==> src/rtl/seat_assigner.sv <==
// seat_assigner: allocation stage in front of the seat table memory.
// Takes one student-number request at a time, finds a free seat with a
// round-robin scan of an occupancy bitmap, writes the seat table for one
// cycle, then pulses a result back to the requester. Seat releases are
// accepted in any state.
//
// Optional feature macro: SEAT_DUP_CHECK_EN
//   defined   - shadow table of seated students; a repeat request for a
//               seated student is rejected with resp_dup.
//   undefined - no shadow table; resp_dup stays 0. Latency is identical.
//
// Ports:
//   clk_seat, rst_n_seat           clock (rising edge), async active-low reset
//   req_valid/req_student/req_ready allocation request handshake
//   rel_valid/rel_seat             seat release strobe and seat number
//   write_mem1/Student_No_mem1/Seat_No_mem1  seat table write port
//   resp_valid/resp_seat/resp_full/resp_dup  one-cycle result
//   free_count                     number of unoccupied seats
module seat_assigner #(
  parameter int unsigned NUM_SEATS = 32
) (
  input  logic        clk_seat,
  input  logic        rst_n_seat,
  input  logic        req_valid,
  input  logic [24:0] req_student,
  output logic        req_ready,
  input  logic        rel_valid,
  input  logic [7:0]  rel_seat,
  output logic        write_mem1,
  output logic [24:0] Student_No_mem1,
  output logic [7:0]  Seat_No_mem1,
  output logic        resp_valid,
  output logic [7:0]  resp_seat,
  output logic        resp_full,
  output logic        resp_dup,
  output logic [5:0]  free_count
);

  localparam int unsigned IW = (NUM_SEATS > 1) ? $clog2(NUM_SEATS) : 1;
  localparam int unsigned SW = 25;

  typedef enum logic [2:0] {IDLE, CHECK, SCAN, WRITE, RESP} state_t;

  state_t          state, next_state;
  logic [NUM_SEATS-1:0] occ;
  logic [IW-1:0]   ptr, scan_idx, next_scan_idx;
  logic [SW-1:0]   student;
  logic            dup_hit, rel_hit, alloc;
  logic            next_full, next_dup;

  // Seat index advance modulo NUM_SEATS.
  function automatic logic [IW-1:0] wrap_inc(input logic [IW-1:0] i);
    return (i == IW'(NUM_SEATS - 1)) ? '0 : i + IW'(1);
  endfunction

  // A release only counts when it names an in-range occupied seat.
  assign rel_hit = rel_valid && (rel_seat < 8'(NUM_SEATS)) && occ[rel_seat[IW-1:0]];
  assign alloc   = (state == WRITE);

`ifdef SEAT_DUP_CHECK_EN
  logic [SW-1:0] shadow [NUM_SEATS];

  // Shadow entries are only meaningful while their occupancy bit is set.
  always_ff @(posedge clk_seat) begin
    if (alloc) shadow[scan_idx] <= student;
  end

  // Parallel compare of the captured student against all seated students.
  always_comb begin
    dup_hit = 1'b0;
    for (int i = 0; i < int'(NUM_SEATS); i++) begin
      if (occ[i] && (shadow[i] == student)) dup_hit = 1'b1;
    end
  end
`else
  assign dup_hit = 1'b0;
`endif

  // State register.
  always_ff @(posedge clk_seat or negedge rst_n_seat) begin
    if (!rst_n_seat) state <= IDLE;
    else             state <= next_state;
  end

  // Next-state and scan control.
  always_comb begin
    next_state    = state;
    next_scan_idx = scan_idx;
    next_full     = 1'b0;
    next_dup      = 1'b0;
    case (state)
      IDLE:  if (req_valid) next_state = CHECK;
      CHECK: begin
        if (dup_hit) begin
          next_state = RESP;
          next_dup   = 1'b1;
        end else if (free_count == 6'd0) begin
          next_state = RESP;
          next_full  = 1'b1;
        end else begin
          next_state    = SCAN;
          next_scan_idx = ptr;
        end
      end
      // Terminates within NUM_SEATS cycles because CHECK saw a free seat.
      SCAN: begin
        if (!occ[scan_idx]) next_state = WRITE;
        else                next_scan_idx = wrap_inc(scan_idx);
      end
      WRITE:   next_state = RESP;
      RESP:    next_state = IDLE;
      default: next_state = IDLE;
    endcase
  end

  // Datapath, occupancy bookkeeping and registered outputs.
  always_ff @(posedge clk_seat or negedge rst_n_seat) begin
    if (!rst_n_seat) begin
      occ             <= '0;
      ptr             <= '0;
      scan_idx        <= '0;
      student         <= '0;
      free_count      <= 6'(NUM_SEATS);
      req_ready       <= 1'b1;
      write_mem1      <= 1'b0;
      Student_No_mem1 <= '0;
      Seat_No_mem1    <= '0;
      resp_valid      <= 1'b0;
      resp_seat       <= '0;
      resp_full       <= 1'b0;
      resp_dup        <= 1'b0;
    end else begin
      scan_idx <= next_scan_idx;
      if (state == IDLE && req_valid) student <= req_student;

      // rel_hit and alloc never target the same seat: the seat being
      // written still has its bit clear, so its release is ignored.
      if (rel_hit) occ[rel_seat[IW-1:0]] <= 1'b0;
      if (alloc) begin
        occ[scan_idx] <= 1'b1;
        ptr           <= wrap_inc(scan_idx);
      end
      free_count <= free_count + 6'(rel_hit) - 6'(alloc);

      req_ready       <= (next_state == IDLE);
      write_mem1      <= (next_state == WRITE);
      Student_No_mem1 <= (next_state == WRITE) ? student : '0;
      Seat_No_mem1    <= (next_state == WRITE) ? 8'(next_scan_idx) : '0;
      resp_valid      <= (next_state == RESP);
      resp_seat       <= (next_state == RESP && state == WRITE) ? 8'(scan_idx) : '0;
      resp_full       <= next_full;
      resp_dup        <= next_dup;
    end
  end

endmodule
==> config.mk <==
export PLATFORM = sky130hd
export DESIGN_NAME = seat_assigner
export DESIGN_NICKNAME = d
export VERILOG_FILES = /design/src/rtl/seat_assigner.sv
export SDC_FILE = /design/constraint.sdc
export NUM_CORES = 1
export LEC_CHECK = 0
export CELL_PAD_IN_SITES_DETAIL_PLACEMENT = 0
export CELL_PAD_IN_SITES_GLOBAL_PLACEMENT = 1
export CORE_MARGIN = 1
export CORE_UTILIZATION = 39
export CTS_CLUSTER_DIAMETER = 120
export DETAILED_ROUTE_END_ITERATION = 6
export HOLD_SLACK_MARGIN = 0.1
export PLACE_DENSITY_LB_ADDON = 0.05
export SETUP_SLACK_MARGIN = 0.02
export SYNTH_ARGS = -nofsm -noshare
export SYNTH_HDL_FRONTEND = slang
export SYNTH_SLANG_ARGS = --single-unit
==> constraint.sdc <==
create_clock -name clk_seat -period 3.48 [get_ports clk_seat]
set_input_delay 0.348 -clock clk_seat [delete_from_list [all_inputs] [get_ports clk_seat]]
set_output_delay 0.348 -clock clk_seat [all_outputs]
set_load 0.01 [all_outputs]
==> Flow_metrics.wiki <==
{| class="wikitable"
! Metric !! Value
|-
| Clock Sink Count || 115
|-
| DIE HEIGHT || 120 um
|-
| TritonCTS clock tree || yes
|-
| Setup violators final || 0
|-
| Most common cell after layout, fill and taps aside || dfrtp_1
|-
| Number of global-route vias before repair || 4063
|-
| Clock root buffer || clkbuf_16
|-
| RSZ-0062 raised after global routing || false
|-
| Design Area, Final || 0.00708 mm^2
|-
| Synthesized cell area || between 0.005 and 0.006 mm^2
|-
| Placeable core region || about 0.013 mm^2
|-
| Share of the cycle needed by the critical path after routing || 0.874
|-
| Leading cell types by total area after synthesis || dfrtp_1, mux2_2, nand2_1, mux4_1, and2_1
|-
| Setup tns final || 0 ps
|-
| Time the final worst path needs with I/O delays and setup || 3040 ps
|-
| Nets@finish || 618
|-
| Number of detailed-routing iterations run before antenna repair || 4
|-
| Length of routed met2 wiring || 6100 um
|-
| Total global routing track utilization || 0.200
|-
| Initial DRC count || 302
|-
| Number of synthesized flops with an enable pin || 0
|-
| Layout cell share with drive strength beyond 1 || 0.155
|-
| Kind of capture point of the worst setup path || flip-flop
|-
| Syn avg cell area || 11.3 um^2
|-
| Level count of the clock H-tree || 4
|-
| Critical-path maximum fanout || 12
|-
| Final core utilization || 0.529
|-
| Vias per cell || 5.25
|-
| Routed vias || a little under 4k
|-
| Highest-count cells in the layout ignoring fill and taps || dfrtp_1, clkdlybuf4s50_1, nand2_1
|-
| Final Routed Wirelength || approximately 13000 um
|-
| Terminus of the critical flop-to-flop path || free_count[4]
|-
| Initial antenna violation count || 0
|-
| Register bit total from synthesis || approximately 120
|-
| Worst slew margin relative to its limit || 0.510
|-
| Pwr Density || between 800 and 900 mW/mm^2
|-
| Post-detailed-route DRC marker count || 0
|-
| Sum of internal, switching and leakage power || just under 6 mW
|-
| Maximum clock frequency || 329 MHz
|-
| Global-route wire length before repair || about 22000 um
|-
| Type of the tightest min-delay check || reg -> reg
|-
| Outcome || complete, no violations
|-
| Gp weighted congestion || 0.853
|-
| Total cell area at the placement stage || 0.00642 mm^2
|-
| Number of buffers added on ports || slightly above 80
|-
| Hold buffers post-CTS || 1
|-
| Crit Path Category || in -> reg
|-
| DR top layer || met4
|-
| Fraction of registers with async set/reset || 1.00
|-
| R2R cell count || 13
|-
| Synth-to-layout area growth || 30.5%
|-
| Worst-path clk slew || 60 ps
|-
| Number of core rows || 42
|-
| Share of the yosys chip area belonging to registers || 0.531
|-
| Yosys top cell area share || 0.521
|-
| Cts bufs inserted || 17
|-
| Effective utilization at floorplan || 0.405
|-
| Peak ir drop on the vdd network || 0.486 mV
|-
| Worst hold slack after final layout || 471 ps
|-
| # diodes || 0
|-
| Required time reported for the critical path endpoint || 3820 ps
|-
| Static leakage power || 2.99 nW
|-
| Slew of the pin with the lowest slew margin || around 720 ps
|-
| Top-Level Pins || around 90
|-
| Top flip-flop cell by instance count after synthesis || dfrtp_1
|-
| Overflow left after global routing || 0
|-
| Maximum number of pins on one net before global-route repair || 116
|-
| Met1 Wirelength || 5940 um
|-
| Reg-to-reg critical path startpoint || occ[6]
|-
| Deepest clock path buffer count || 2
|-
| Post-Route Skew || 8.70 ps
|-
| Critical Path Source Type || input pin
|-
| Post-route ant nets || 0
|-
| CTS resizes || 0
|-
| Synth warnings || 0
|-
| Register-to-Register Setup Slack || roughly 670 ps
|-
| Half-perimeter wire length of the detailed placement result || 8660 um
|-
| Total die area || 0.0144 mm^2
|-
| Worst Setup SP || rel_seat[0]
|-
| Number of setup buffers added after CTS || 0
|-
| Endpoints failing hold || 0
|-
| DR WL met3 || approximately 950 um
|-
| Number of max-slew violations in the final report || 0
|-
| Max Cap Violations || 0
|-
| Fillcell total || 1194
|-
| Cell type with the largest total area after synthesis || dfrtp_1
|-
| Clock insertion delay at the later pin of the skew report || roughly 420 ps
|-
| Critical path data arrival time || around 3400 ps
|-
| Yosys cell types || between 50 and 60
|-
| Cell count after synthesis || 480
|-
| Width of the die || 120 um
|-
| Critical Path Sink || free_count[4]
|-
| Routed wire per std cell || 17.6 um
|}
[metal layers]
| layer | GRT usage | vias to the layer above |
|---|---|---|
| met4 | 0.0891 | 0 |
| met1 | 0.262 | 1990 |
| met3 | 0.0708 | 27 |
| li1 | - | 1841 |
| met2 | 0.297 | 113 |
| met5 | 0 | - |
[registers in the layout, indices dropped and copies added (netlist names)]
name / flops
resp_seat: 5
Seat_No_mem1: 5
student: 25
occ: 32
req_ready: 1
ptr: 5
scan_idx: 5
resp_full: 1
write_mem1: 1
state: 3
Student_No_mem1: 25
free_count: 6
resp_valid: 1
[worst max-delay path, cell delays in order]
cell             delay (ps)
clkdlybuf4s50_1         500
buf_12                  150
mux4_1                  560
a22oi_1                 230
nand4_2                 130
nor2b_4                 160
inv_1                    60
ha_1                    110
inv_1                    40
ha_1                    200
fa_1                    400
a21oi_1                 160
nor2_1                   50
nor2_1                  120
xnor2_1                 140
[cells in the mapped netlist, types with 2 or more instances]
cell,count
clkbuf_1,11
and3b_1,3
mux2i_1,16
nand2b_1,2
dfstp_2,2
dfrtp_1,113
a22oi_1,9
nor3_1,10
o21ai_0,25
ha_1,13
a22o_1,8
nand2_1,67
o22ai_1,4
nor3b_1,7
buf_2,5
nand3_1,17
inv_1,15
nor2b_1,3
a21oi_1,11
buf_1,4
mux4_2,2
buf_4,11
or2_2,5
nand3b_1,3
xnor2_1,2
o32a_1,2
mux2_2,26
and2_1,27
and3_1,5
nor2_1,15
o31ai_1,3
xor2_1,4
buf_6,2
mux4_1,7
[kinds of logic (layout without fill, tap and decap cells)]
logic type | Yosys count | after routing | share of synthesized area
compound gates | 70 | 70 | 0.0846
xor+xnor | 6 | 6 | 0.00968
fa+ha+maj | 14 | 14 | 0.0337
buf+inv | 48 | 142 | 0.0447
flops | 115 | 115 | 0.531
mux | 51 | 51 | 0.126
other cells | 1 | 7 | 0.000691
simple gates | 175 | 175 | 0.170
[layout make-up]
type / instances / area (um^2) / area share
sequential: 115 / 2880 / 0.407
multi-input combinational: 323 / 2340 / 0.330
timing repair buffer: 95 / 941 / 0.133
clock buffer: 19 / 453 / 0.0639
tap: 176 / 220 / 0.0311
clock inverter: 13 / 198 / 0.0279
inverter: 15 / 56.3 / 0.00795
[how the worst min path moves through the flow]
stage                      startpoint                  end  slack, ps  cells past startpoint
final                     student[20]  Student_No_mem1[20]        470                      1
after global routing        req_valid            req_ready        480                      2
after CTS                 student[11]  Student_No_mem1[11]        480                      1
after detailed placement   student[1]   Student_No_mem1[1]        460                      1
after global placement     student[4]   Student_No_mem1[4]        460                      1
after floorplan            rst_n_seat      Seat_No_mem1[0]         50                      0
[report_power, final]
group          switching [mW]  total [mW]  internal (mW)
Clock                   0.666        1.91           1.25
Combinational           0.890        1.85          0.963
Sequential              0.336        2.08           1.75
Total                    1.89        5.85           3.96
[per-stage QoR]
stage          std cells  worst slack, ps
5_1_grt              756              222
3_5_place_dp         723             20.2
6_report             756              439
2_1_floorplan        486              594
4_1_cts              756              446
3_3_place_gp         723             79.9
Power figures use the tool's default switching activity.
